==> src/rtl/reg_read_unit_pkg.sv <==
// Shared constants and FSM encodings for the register-file read controller.
package reg_read_unit_pkg;
    localparam int DATA_WIDTH = 32;
    localparam int NUM_REGS   = 8;
    localparam int ADDR_W     = 3;

    typedef enum logic [1:0] {
        IDLE   = 2'b00,
        SINGLE = 2'b01,
        BURST  = 2'b10
    } state_t;
endpackage

==> src/rtl/reg_read_unit_mux.sv <==
// Combinational 8:1 word selector; read-side partner of the 3-to-8 write decoder.
module _8_to_1_mux #(
    parameter int DATA_WIDTH = reg_read_unit_pkg::DATA_WIDTH,
    parameter int NUM_REGS   = reg_read_unit_pkg::NUM_REGS
) (
    input  logic [NUM_REGS*DATA_WIDTH-1:0]       din,
    input  logic [reg_read_unit_pkg::ADDR_W-1:0] sel,
    output logic [DATA_WIDTH-1:0]                dout
);
    import reg_read_unit_pkg::*;

    logic [NUM_REGS-1:0][DATA_WIDTH-1:0] words;

    // Slice the flattened bus into indexable words.
    for (genvar g = 0; g < NUM_REGS; g++) begin : g_word
        assign words[g] = din[g*DATA_WIDTH +: DATA_WIDTH];
    end

    assign dout = words[sel];
endmodule

==> src/rtl/reg_read_unit.sv <==
// Register-file read controller: single reads or 8-word wrapping bursts
// presented on a registered valid/ready output.
module reg_read_unit #(
    parameter int DATA_WIDTH = reg_read_unit_pkg::DATA_WIDTH,
    parameter int NUM_REGS   = reg_read_unit_pkg::NUM_REGS
) (
    input  logic                                 clk,
    input  logic                                 reset,
    input  logic [NUM_REGS*DATA_WIDTH-1:0]       from_reg,
    input  logic                                 re,
    input  logic [reg_read_unit_pkg::ADDR_W-1:0] Addr,
    input  logic                                 burst,
    input  logic                                 ready,
    output logic [DATA_WIDTH-1:0]                dout,
    output logic [reg_read_unit_pkg::ADDR_W-1:0] dout_addr,
    output logic                                 dout_valid,
    output logic                                 dout_last,
    output logic                                 busy
);
    import reg_read_unit_pkg::*;

    state_t              state, state_nxt;
    logic [ADDR_W-1:0]   cnt;
    logic [ADDR_W-1:0]   load_addr;
    logic [DATA_WIDTH-1:0] mux_q;
    logic                accept;
    logic                load, load_last, clr, cnt_clr, cnt_inc;

    assign accept = dout_valid & ready;
    assign busy   = (state != IDLE);

    _8_to_1_mux #(.DATA_WIDTH(DATA_WIDTH), .NUM_REGS(NUM_REGS)) u_mux (
        .din  (from_reg),
        .sel  (load_addr),
        .dout (mux_q)
    );

    // State register.
    always_ff @(posedge clk or posedge reset) begin
        if (reset) state <= IDLE;
        else       state <= state_nxt;
    end

    // Next state and datapath controls; requests are only looked at in IDLE.
    always_comb begin
        state_nxt = state;
        load      = 1'b0;
        load_last = 1'b0;
        clr       = 1'b0;
        cnt_clr   = 1'b0;
        cnt_inc   = 1'b0;
        load_addr = dout_addr + 3'd1;
        case (state)
            IDLE: begin
                load_addr = Addr;
                if (re) begin
                    load      = 1'b1;
                    load_last = ~burst;
                    cnt_clr   = 1'b1;
                    state_nxt = burst ? BURST : SINGLE;
                end
            end
            SINGLE: begin
                if (accept) begin
                    clr       = 1'b1;
                    state_nxt = IDLE;
                end
            end
            BURST: begin
                if (accept) begin
                    if (cnt == 3'd7) begin
                        clr       = 1'b1;
                        state_nxt = IDLE;
                    end else begin
                        load      = 1'b1;
                        cnt_inc   = 1'b1;
                        load_last = (cnt == 3'd6);
                    end
                end
            end
            default: state_nxt = IDLE;
        endcase
    end

    // Output registers and word counter; data is snapshotted at load time.
    always_ff @(posedge clk or posedge reset) begin
        if (reset) begin
            dout       <= '0;
            dout_addr  <= '0;
            dout_valid <= 1'b0;
            dout_last  <= 1'b0;
            cnt        <= '0;
        end else begin
            if (load) begin
                dout       <= mux_q;
                dout_addr  <= load_addr;
                dout_valid <= 1'b1;
                dout_last  <= load_last;
            end else if (clr) begin
                dout_valid <= 1'b0;
                dout_last  <= 1'b0;
            end
            if (cnt_clr)      cnt <= '0;
            else if (cnt_inc) cnt <= cnt + 3'd1;
        end
    end
endmodule

==> config.mk <==
export PLATFORM = sky130hd
export DESIGN_NAME = reg_read_unit
export DESIGN_NICKNAME = d
export VERILOG_FILES = /design/src/rtl/reg_read_unit_pkg.sv /design/src/rtl/reg_read_unit_mux.sv /design/src/rtl/reg_read_unit.sv
export SDC_FILE = /design/constraint.sdc
export NUM_CORES = 1
export LEC_CHECK = 0
export CAP_MARGIN = 20
export CORE_AREA = 2 2 116 118
export CTS_BUF_LIST = sky130_fd_sc_hd__clkbuf_4 sky130_fd_sc_hd__clkbuf_8
export DETAILED_ROUTE_END_ITERATION = 7
export DIE_AREA = 0 0 118 120
export PLACE_DENSITY = 0.9
export SYNTH_ARGS = -nofsm -noshare
export SYNTH_HDL_FRONTEND = slang
export SYNTH_HIERARCHICAL = 1
export SYNTH_SLANG_ARGS = --single-unit
export TNS_END_PERCENT = 100
==> constraint.sdc <==
create_clock -name clk -period 2.6 [get_ports clk]
set_input_delay 0.52 -clock clk [delete_from_list [all_inputs] [get_ports clk]]
set_output_delay 0.52 -clock clk [all_outputs]
set_load 0.02 [all_outputs]
==> impl_metrics.csv, run 1 <==
group,metric,value,unit
pwr,p_leak,2.94,nW
worst_setup_path,cp-start-kind,"flip-flop",
sta,tightest_slew,918,ps
placed_design,post-dp-hpwl,12600,um
hold_path,hold_class,"reg2reg",
placed_design,port_buffers,301,
pwr,powerDensity,975,nW/um^2
hold_path,holdPathStages,1,
drt,dr.pass1.iters,4,
drt,vias,3694,
die,dieArea,14200,sq um
global_routing,first_global_vias,4354,
hold_path,hp-start,"dout[15]",
synth,synthTopCellsByCount,"42 x dfrtp_1, 40 x mux4_1, 39 x mux2_2",
worst_setup_path,cp-startpoint,"state[0]",
cts,path_clk_slew,90,ps
synth,synth_area_leaders,"dfrtp_1 26%, mux4_1 26%, mux4_2 13%",
final_layout,drive_gt1_share,23.7,%
global_routing,grt_pass1_wl,23100,um
worst_setup_path,cp-end-kind,"flip-flop",
sta,maxSlewHeadroom,38.8,%
die,core_area,13000,sq um
hold_path,min_to,"dout[15]",
worst_setup_path,r2r_start,"state[0]",
drt,routedWlPerCell,21.3,um
drt,drc,0,
pwr,vdd_drop_max,0.474,mV
drt,drt_iter0_drc,149,
final_layout,fin_util,57.4,%
sta,rsz0062_at_grt,"no",
global_routing,globalRouteTotalUtil,21.2,%
worst_setup_path,reg2reg_slack,90,ps
sta,post-route-min-period,2510,ps
final_layout,fin_nets,814,
synth,synth_most_common_cell,"dfrtp_1",
run_status,outcome,"finished, final reports clean",
cts,numCtsBuffers,5,
worst_setup_path,worstSetupPathType,"reg2reg",
global_routing,grt_max_degree,39,
cts,htree_levels,2,
synth,syn_area_per_cell,16.8,sq um
drt,ant_nets,0,
cts,clock_path_buffers,2,
sta,min_period_over_period,96.7,%
synth,synth_top_area_share,26.0,%
synth,async_reset_ff_share,100,%
final_layout,fin_cells,722,
synth,synth-seq-cells,42,
cts,clock_sinks,42,
die,ios,302,
synth,syn_inst,240,
synth,synth_top_cell_by_area,"dfrtp_1",
synth,yosysWarnings,6,
final_layout,area_growth,84.3,%
placed_design,gp_routability_congestion,0.929,
job,max_cap_violations,0,
synth,synthesis.nets,511,
synth,syn_area,4040,sq um
worst_setup_path,required,2780,ps
worst_setup_path,arrival,2700,ps
drt,drt_wl_total,15400,um
worst_setup_path,rr_endpoint,"dout[4]",
die,initial_core_util,31.2,%
cts,insertion_delay,290,ps
cts,root_buffer,"clkbuf_8",
sta,setup_slack,85.5,ps
die,die_w,118,um
sta,finalClockSkew,10.1,ps
sta,fin_hold_ws,514,ps
global_routing,grt_overflow_total,0,
pwr,power,0.00727,W
synth,synth_ff_type,"dfrtp_1",
die,die_h,120,um
die,rows,42,
synth,synth_cell_type_count,34,
sta,drv_slew,0,
synth,synth_edf_count,0,
cts,cts_tree,"done",
sta,hold_viol,0,
sta,finalSetupViolCount,0,
global_routing,grt_antenna_before_repair,2,
sta,clock.fmax,398,MHz
synth,yosysSeqAreaShare,26.0,%
placed_design,dp_slack,-158,ps
drt,routed_via_density,5.12,
worst_setup_path,worstPathMaxFanout,6,
worst_setup_path,rr_worst_depth,9,
placed_design,dp.cells,708,
area by class of cell:
class                   count  area, sq um
fillers                  1038         5530
repair buffers            318         3240
multi-input cells         171         2820
flip-flops and latches     42         1050
well taps                 176          220
clock buffers               6         76.3
inverters                   5         18.8
clock inverters             2         13.8
diodes                      2         5.00
repair_timing:
action,CTS,global route
setup endpoints to repair,14,18
hold buffers,0,0
gates cloned,1,0
setup buffers,3,0
gates resized for setup,3,4
pin swaps,0,1
cells by family after synthesis:
logic type      after synthesis  synth area share (%)
compound gates               13                  2.14
xor+xnor                      2                 0.433
fa+ha+maj                     7                  2.17
buf+inv                      27                  5.07
flops                        42                  26.0
mux                         133                  61.2
simple gates                 16                  2.97
per-stage QoR:
step | setup TNS [ps] | cell area (sq um)
detailed placement | -3170 | 7290
finish | 0 | 7450
CTS | 0 | 7430
floorplan | 0 | 4040
global placement | -2210 | 7290
global route | 0 | 7450
worst max-delay path, stage by stage (launching register included):
cell and delay [ps]:
dfrtp_1 380, inv_2 60, ha_4 170, buf_12 130, o21ai_4 230, buf_4 170, buf_4 160, mux4_1 570
mux2_2 270, mux2_2 260
where the power goes:
group | leakage [nW] | internal, W | total [W] | switching, W
clock | 0.0486 | 0.000201 | 0.000440 | 0.000239
combinational | 2.39 | 0.00344 | 0.00561 | 0.00217
sequential | 0.499 | 0.000990 | 0.00121 | 0.000223
flip-flops by register name (all words and copies together), names as in the netlist:
| signal | cells |
|---|---|
| dout | 32 |
| cnt | 3 |
| dout_addr | 3 |
| state | 2 |
| dout_last | 1 |
| dout_valid | 1 |
cell usage in the layout, fill, tap and decap left out, types with 2 or more instances in the layout:
cell type / instances
nand2_1: 5
buf_6: 2
buf_12: 6
clkdlybuf4s50_1: 301
mux2_4: 29
buf_4: 8
clkbuf_8: 5
nor2b_1: 2
dfrtp_1: 42
ha_1: 6
o21ai_4: 2
mux4_2: 24
diode_2: 2
inv_1: 2
inv_2: 3
mux2_2: 39
mux4_1: 40
xnor2_1: 2
a21oi_1: 3
worst max-delay path by stage:
stage	end	cells after the start	slack (ps)
final	dout[4]	9	90
after global routing	dout[16]	11	20
after CTS	dout[14]	10	10
after detailed placement	dout[16]	8	-160
after global placement	dout[16]	8	-140
after floorplan	dout[4]	9	60
metal layers:
metal  GRT usage, %  wire, um  share of wire [%]  vias to the layer above
li1               -         -                  -                     1639
met1           22.3      5550                 36                     1825
met2           39.8      8280                 54                      190
met3           6.13      1070                7.0                       40
met4           8.58       479                3.1                        0
met5              0         0                  0                        -
Power figures use the tool's default switching activity.
==> run 2, diff against run 1 <==
- CORE_AREA: 2 2 116 118 -> 5 5 115 117
- DIE_AREA: 0 0 118 120 -> 0 0 120 122
- DONT_BUFFER_PORTS: unset -> 1
- PLACE_DENSITY: 0.9 -> 0.61
==> impl_metrics.csv, run 2 (synthesized netlist as in run 1, its figures left out) <==
group,metric,value,unit
run_status,outcome,"finished, final reports clean",
final_layout,drive_gt1_share,51.5,%
global_routing,first_global_vias,2619,
drt,drc,0,
placed_design,post-dp-hpwl,10400,um
drt,dr.pass1.iters,4,
die,die_h,122,um
final_layout,fin_cells,391,
final_layout,reg_top3,"dout x32, cnt x3, dout_addr x3",
worst_setup_path,cp-start-kind,"flip-flop",
cts,htree_levels,2,
sta,maxSlewHeadroom,40.1,%
cts,clock_path_buffers,2,
sta,rsz0062_at_grt,"no",
placed_design,dp.cells,377,
drt,ant_nets,0,
final_layout,largest_register_ffs,32,
sta,min_period_over_period,95.3,%
sta,finalClockSkew,12.2,ps
cts,cts_hold_buf,0,
die,rows,41,
die,core_area,12300,sq um
sta,post-route-min-period,2480,ps
cts,path_clk_slew,100,ps
placed_design,gp_routability_congestion,0.887,
worst_setup_path,critical_path.slowest_cell,"mux4_1",
cts,root_buffer,"clkbuf_8",
global_routing,globalRouteTotalUtil,16.3,%
die,die_w,120,um
sta,drv_slew,0,
sta,fin_hold_ws,88.9,ps
worst_setup_path,worstPathMaxFanout,18,
job,max_cap_violations,0,
final_layout,fin_nets,509,
drt,routedWlPerCell,34.1,um
pwr,power,0.00623,W
die,dieArea,14600,sq um
drt,dr_wl_met3,1370,um
worst_setup_path,path_cells,"inv_1 -> ha_4 -> nand2_1 -> o21ai_4 -> buf_12 -> buf_12 -> mux4_1 -> mux2_2 -> mux2_2",
worst_setup_path,required,2800,ps
die,initial_core_util,33.0,%
die,ios,302,
placed_design,port_buffers,0,
global_routing,grt_max_degree,41,
drt,m1WireLength,4810,um
worst_setup_path,cp-end-kind,"flip-flop",
final_layout,area_growth,7.95,%
sta,tightest_slew,898,ps
cts,numCtsBuffers,5,
pwr,powerDensity,1430,nW/um^2
worst_setup_path,worstSetupPathType,"reg2reg",
worst_setup_path,arrival,2680,ps
global_routing,grt_antenna_before_repair,5,
hold_path,hold_class,"in2async",
drt,drt_iter0_drc,95,
sta,finalSetupViolCount,0,
worst_setup_path,path_buf_inv,3,
global_routing,grt_overflow_total,0,
drt,highest_layer,"met5",
drt,routed_via_density,6.46,
cts,cts_tree,"done",
final_layout,fin_util,35.6,%
worst_setup_path,cpPeakStageDelay,580,ps
cts,insertion_delay,310,ps
sta,clock.fmax,404,MHz
cts,clock_sinks,42,
drt,wl_met2,7000,um
final_layout,layout_commonest_cell,"dfrtp_1",
worst_setup_path,cp_top_family,"multiplexers",
pwr,vdd_drop_max,0.457,mV
drt,drt_wl_total,13300,um
final_layout,regMostFlops,"dout",
drt,vias,2524,
worst_setup_path,reg2reg_slack,120,ps
sta,hold_viol,0,
pwr,p_leak,1.73,nW
global_routing,grt_pass1_wl,17600,um
final_layout,final_cell_mix,"42 x dfrtp_1, 40 x mux4_1, 39 x mux2_2",
-- run 2: cell types whose count changed in the layout (fill, tap and decap cells not counted) --
cell / change
buf_12: -2
buf_16: -1
buf_4: -3
clkbuf_16: +2
clkbuf_4: -1
clkdlybuf4s50_1: -301
clkinvlp_4: +1
inv_1: +2
inv_2: -2
-- run 2: layout make-up --
cell class	count	area, sq um
multi-input combinational	171	2820
tap	150	188
fill	1144	7900
timing repair buffer	13	190
clock inverter	3	21.3
clock buffer	5	68.8
sequential	42	1050
antenna	2	5.00
inverter	5	18.8
-- run 2: final timing paths --
kind	startpoint	end	cells after the start
worst min register to register	state[1]	state[1]	2
max in group asynchronous	reset	dout[17]	2
worst max register to register	state[0]	dout[3]	9
min in group clk	re	cnt[2]	1
worst max-delay path	state[0]	dout[3]	9
worst min-delay path	reset	dout[2]	1
-- run 2: power by group --
group,internal (W),switching (W)
clock,0.000189,0.000265
combinational,0.00257,0.00155
sequential,0.000985,0.000669
total,0.00375,0.00248
-- run 2: through the flow --
step	area (sq um)	setup TNS [ps]	setup WS, ps
2_1_floorplan	4040	0	60.7
3_3_place_gp	4160	0	65.6
3_5_place_dp	4160	-2.69	-2.69
4_1_cts	4250	0	29.5
5_1_grt	4360	0	6.64
6_report	4370	0	122
-- run 2: what timing repair did --
| action | in CTS | in global routing |
|---|---|---|
| setup buffers | 0 | 1 |
| pin swaps | 0 | 1 |
| gates resized for setup | 1 | 5 |
| gates cloned | 0 | 3 |
| endpoints found under the setup margin | 4 | 28 |
-- run 2: per-layer routing --
metal / vias up / global-route usage, %
met5: - / 0
met2: 169 / 27.7
met1: 1307 / 19.7
met3: 13 / 6.22
li1: 1031 / -
met4: 4 / 3.44
==> run 3, diff against run 2 <==
- SETUP_SLACK_MARGIN: unset -> 0.3
==> impl_metrics.csv, run 3 (synthesized netlist as in run 1, its figures left out) <==
group,metric,value,unit
drt,ant_nets,0,
pwr,p_leak,1.85,nW
drt,vias,2565,
worst_setup_path,worstPathMaxFanout,6,
sta,min_period_over_period,91.2,%
worst_setup_path,worstSetupPathType,"reg2reg",
sta,hold_viol,0,
drt,routedWlPerCell,35.2,um
placed_design,gp_routability_congestion,0.804,
global_routing,globalRouteTotalUtil,17.8,%
worst_setup_path,path_buf_inv,4,
sta,post-route-min-period,2370,ps
die,die_w,120,um
drt,drt_wl_total,14400,um
placed_design,dp_slack,77.2,ps
cts,clock_sinks,42,
final_layout,area_growth,15.7,%
worst_setup_path,required,2790,ps
worst_setup_path,arrival,2560,ps
drt,drt_iter0_drc,140,
final_layout,drive_gt1_share,70.8,%
drt,routed_via_density,6.26,
sta,finalClockSkew,6.33,ps
sta,rsz0062_at_grt,"yes",
pwr,vdd_drop_max,0.548,mV
cts,cts_tree,"done",
final_layout,fin_nets,529,
run_status,outcome,"finished, final reports clean",
global_routing,grt_pass1_wl,19100,um
drt,drc,0,
global_routing,grt_antenna_before_repair,6,
die,die_h,122,um
global_routing,grt_overflow_total,0,
worst_setup_path,cp-end-kind,"flip-flop",
worst_setup_path,cp-start-kind,"flip-flop",
sta,clock.fmax,422,MHz
worst_setup_path,cp_top_family,"multiplexers",
global_routing,grt_max_degree,43,
cts,htree_levels,2,
final_layout,reg_top3,"dout x32, cnt x3, dout_addr x3",
cts,numCtsBuffers,5,
die,rows,41,
sta,tightest_slew,590,ps
drt,dr.pass1.iters,4,
sta,maxSlewHeadroom,60.7,%
final_layout,largest_register_ffs,32,
die,core_area,12300,sq um
hold_path,hold_class,"in2async",
sta,drv_slew,0,
final_layout,layout_commonest_cell,"mux4_2",
sta,setup-tns-final,0,ps
job,max_cap_violations,0,
final_layout,regMostFlops,"dout",
sta,setup_slack,228,ps
die,initial_core_util,33.0,%
die,dieArea,14600,sq um
placed_design,post-dp-hpwl,10400,um
final_layout,final_cell_mix,"60 x mux4_2, 47 x mux2_4, 40 x dfrtp_1",
die,ios,302,
worst_setup_path,critical_path.slowest_cell,"mux4_2",
worst_setup_path,cpPeakStageDelay,490,ps
cts,root_buffer,"clkbuf_8",
cts,insertion_delay,310,ps
sta,finalSetupViolCount,0,
cts,path_clk_slew,80,ps
cts,clock_path_buffers,2,
worst_setup_path,path_cells,"inv_2 -> ha_4 -> nand2_4 -> o21ai_4 -> buf_12 -> buf_12 -> clkbuf_16 -> mux4_2 -> mux2_4 -> mux2_4",
placed_design,port_buffers,0,
pwr,powerDensity,1590,nW/um^2
global_routing,first_global_vias,2863,
[run 3: area by class of cell]
cell class / instances / area, sq um
diodes: 3 / 7.51
flip-flops and latches: 42 / 1050
clock buffers: 6 / 82.6
multi-input cells: 171 / 2760
inverters: 5 / 18.8
repair buffers: 33 / 567
well taps: 150 / 188
fillers: 1131 / 7580
[run 3: routing by layer]
metal  global-route usage [%]  vias up  wire length (um)
met5                        0        -                34
met2                     30.4      160              7590
met3                     5.99       20              1070
met4                     5.37        4               243
met1                     21.5     1351              5500
li1                         -     1030                 -
[run 3: stage by stage]
| step | cell area [sq um] | utilization [%] | cells | hold WS, ps | power [W] |
|---|---|---|---|---|---|
| floorplan | 4010 | - | 240 | 508 | 0.00537 |
| global placement | 4080 | 33.3 | 375 | 461 | 0.00568 |
| detailed placement | 4080 | 33.3 | 375 | 461 | 0.00581 |
| CTS | 4440 | 36.2 | 396 | 107 | 0.00689 |
| global route | 4680 | 38.2 | 410 | 123 | 0.00785 |
| finish | 4680 | 38.2 | 410 | 117 | 0.00742 |
[run 3: where the power goes]
group	internal (W)	total [W]	switching, W
clock	0.000205	0.000440	0.000235
sequential	0.000989	0.00165	0.000661
combinational	0.00341	0.00533	0.00193
total	0.00460	0.00742	0.00282
[run 3: worst paths after layout]
path	slack, ps	cells after the start	startpoint	to
setup / recovery	230	10	state[0]	dout[15]
hold / removal	120	2	reset	dout[18]
setup reg to reg	230	10	state[0]	dout[15]
hold reg to reg	580	2	cnt[1]	cnt[1]
max in group asynchronous	2250	2	reset	dout_addr[1]
min in group clk	300	1	re	cnt[2]
[run 3: timing repair]
action | 4_1_cts | 5_1_grt
setup endpoints to repair | 32 | 32
pin swaps | 2 | 3
gates cloned | 4 | 6
resized for setup | 11 | 13
hold buffers | 0 | 0
buffers inserted | 11 | 5
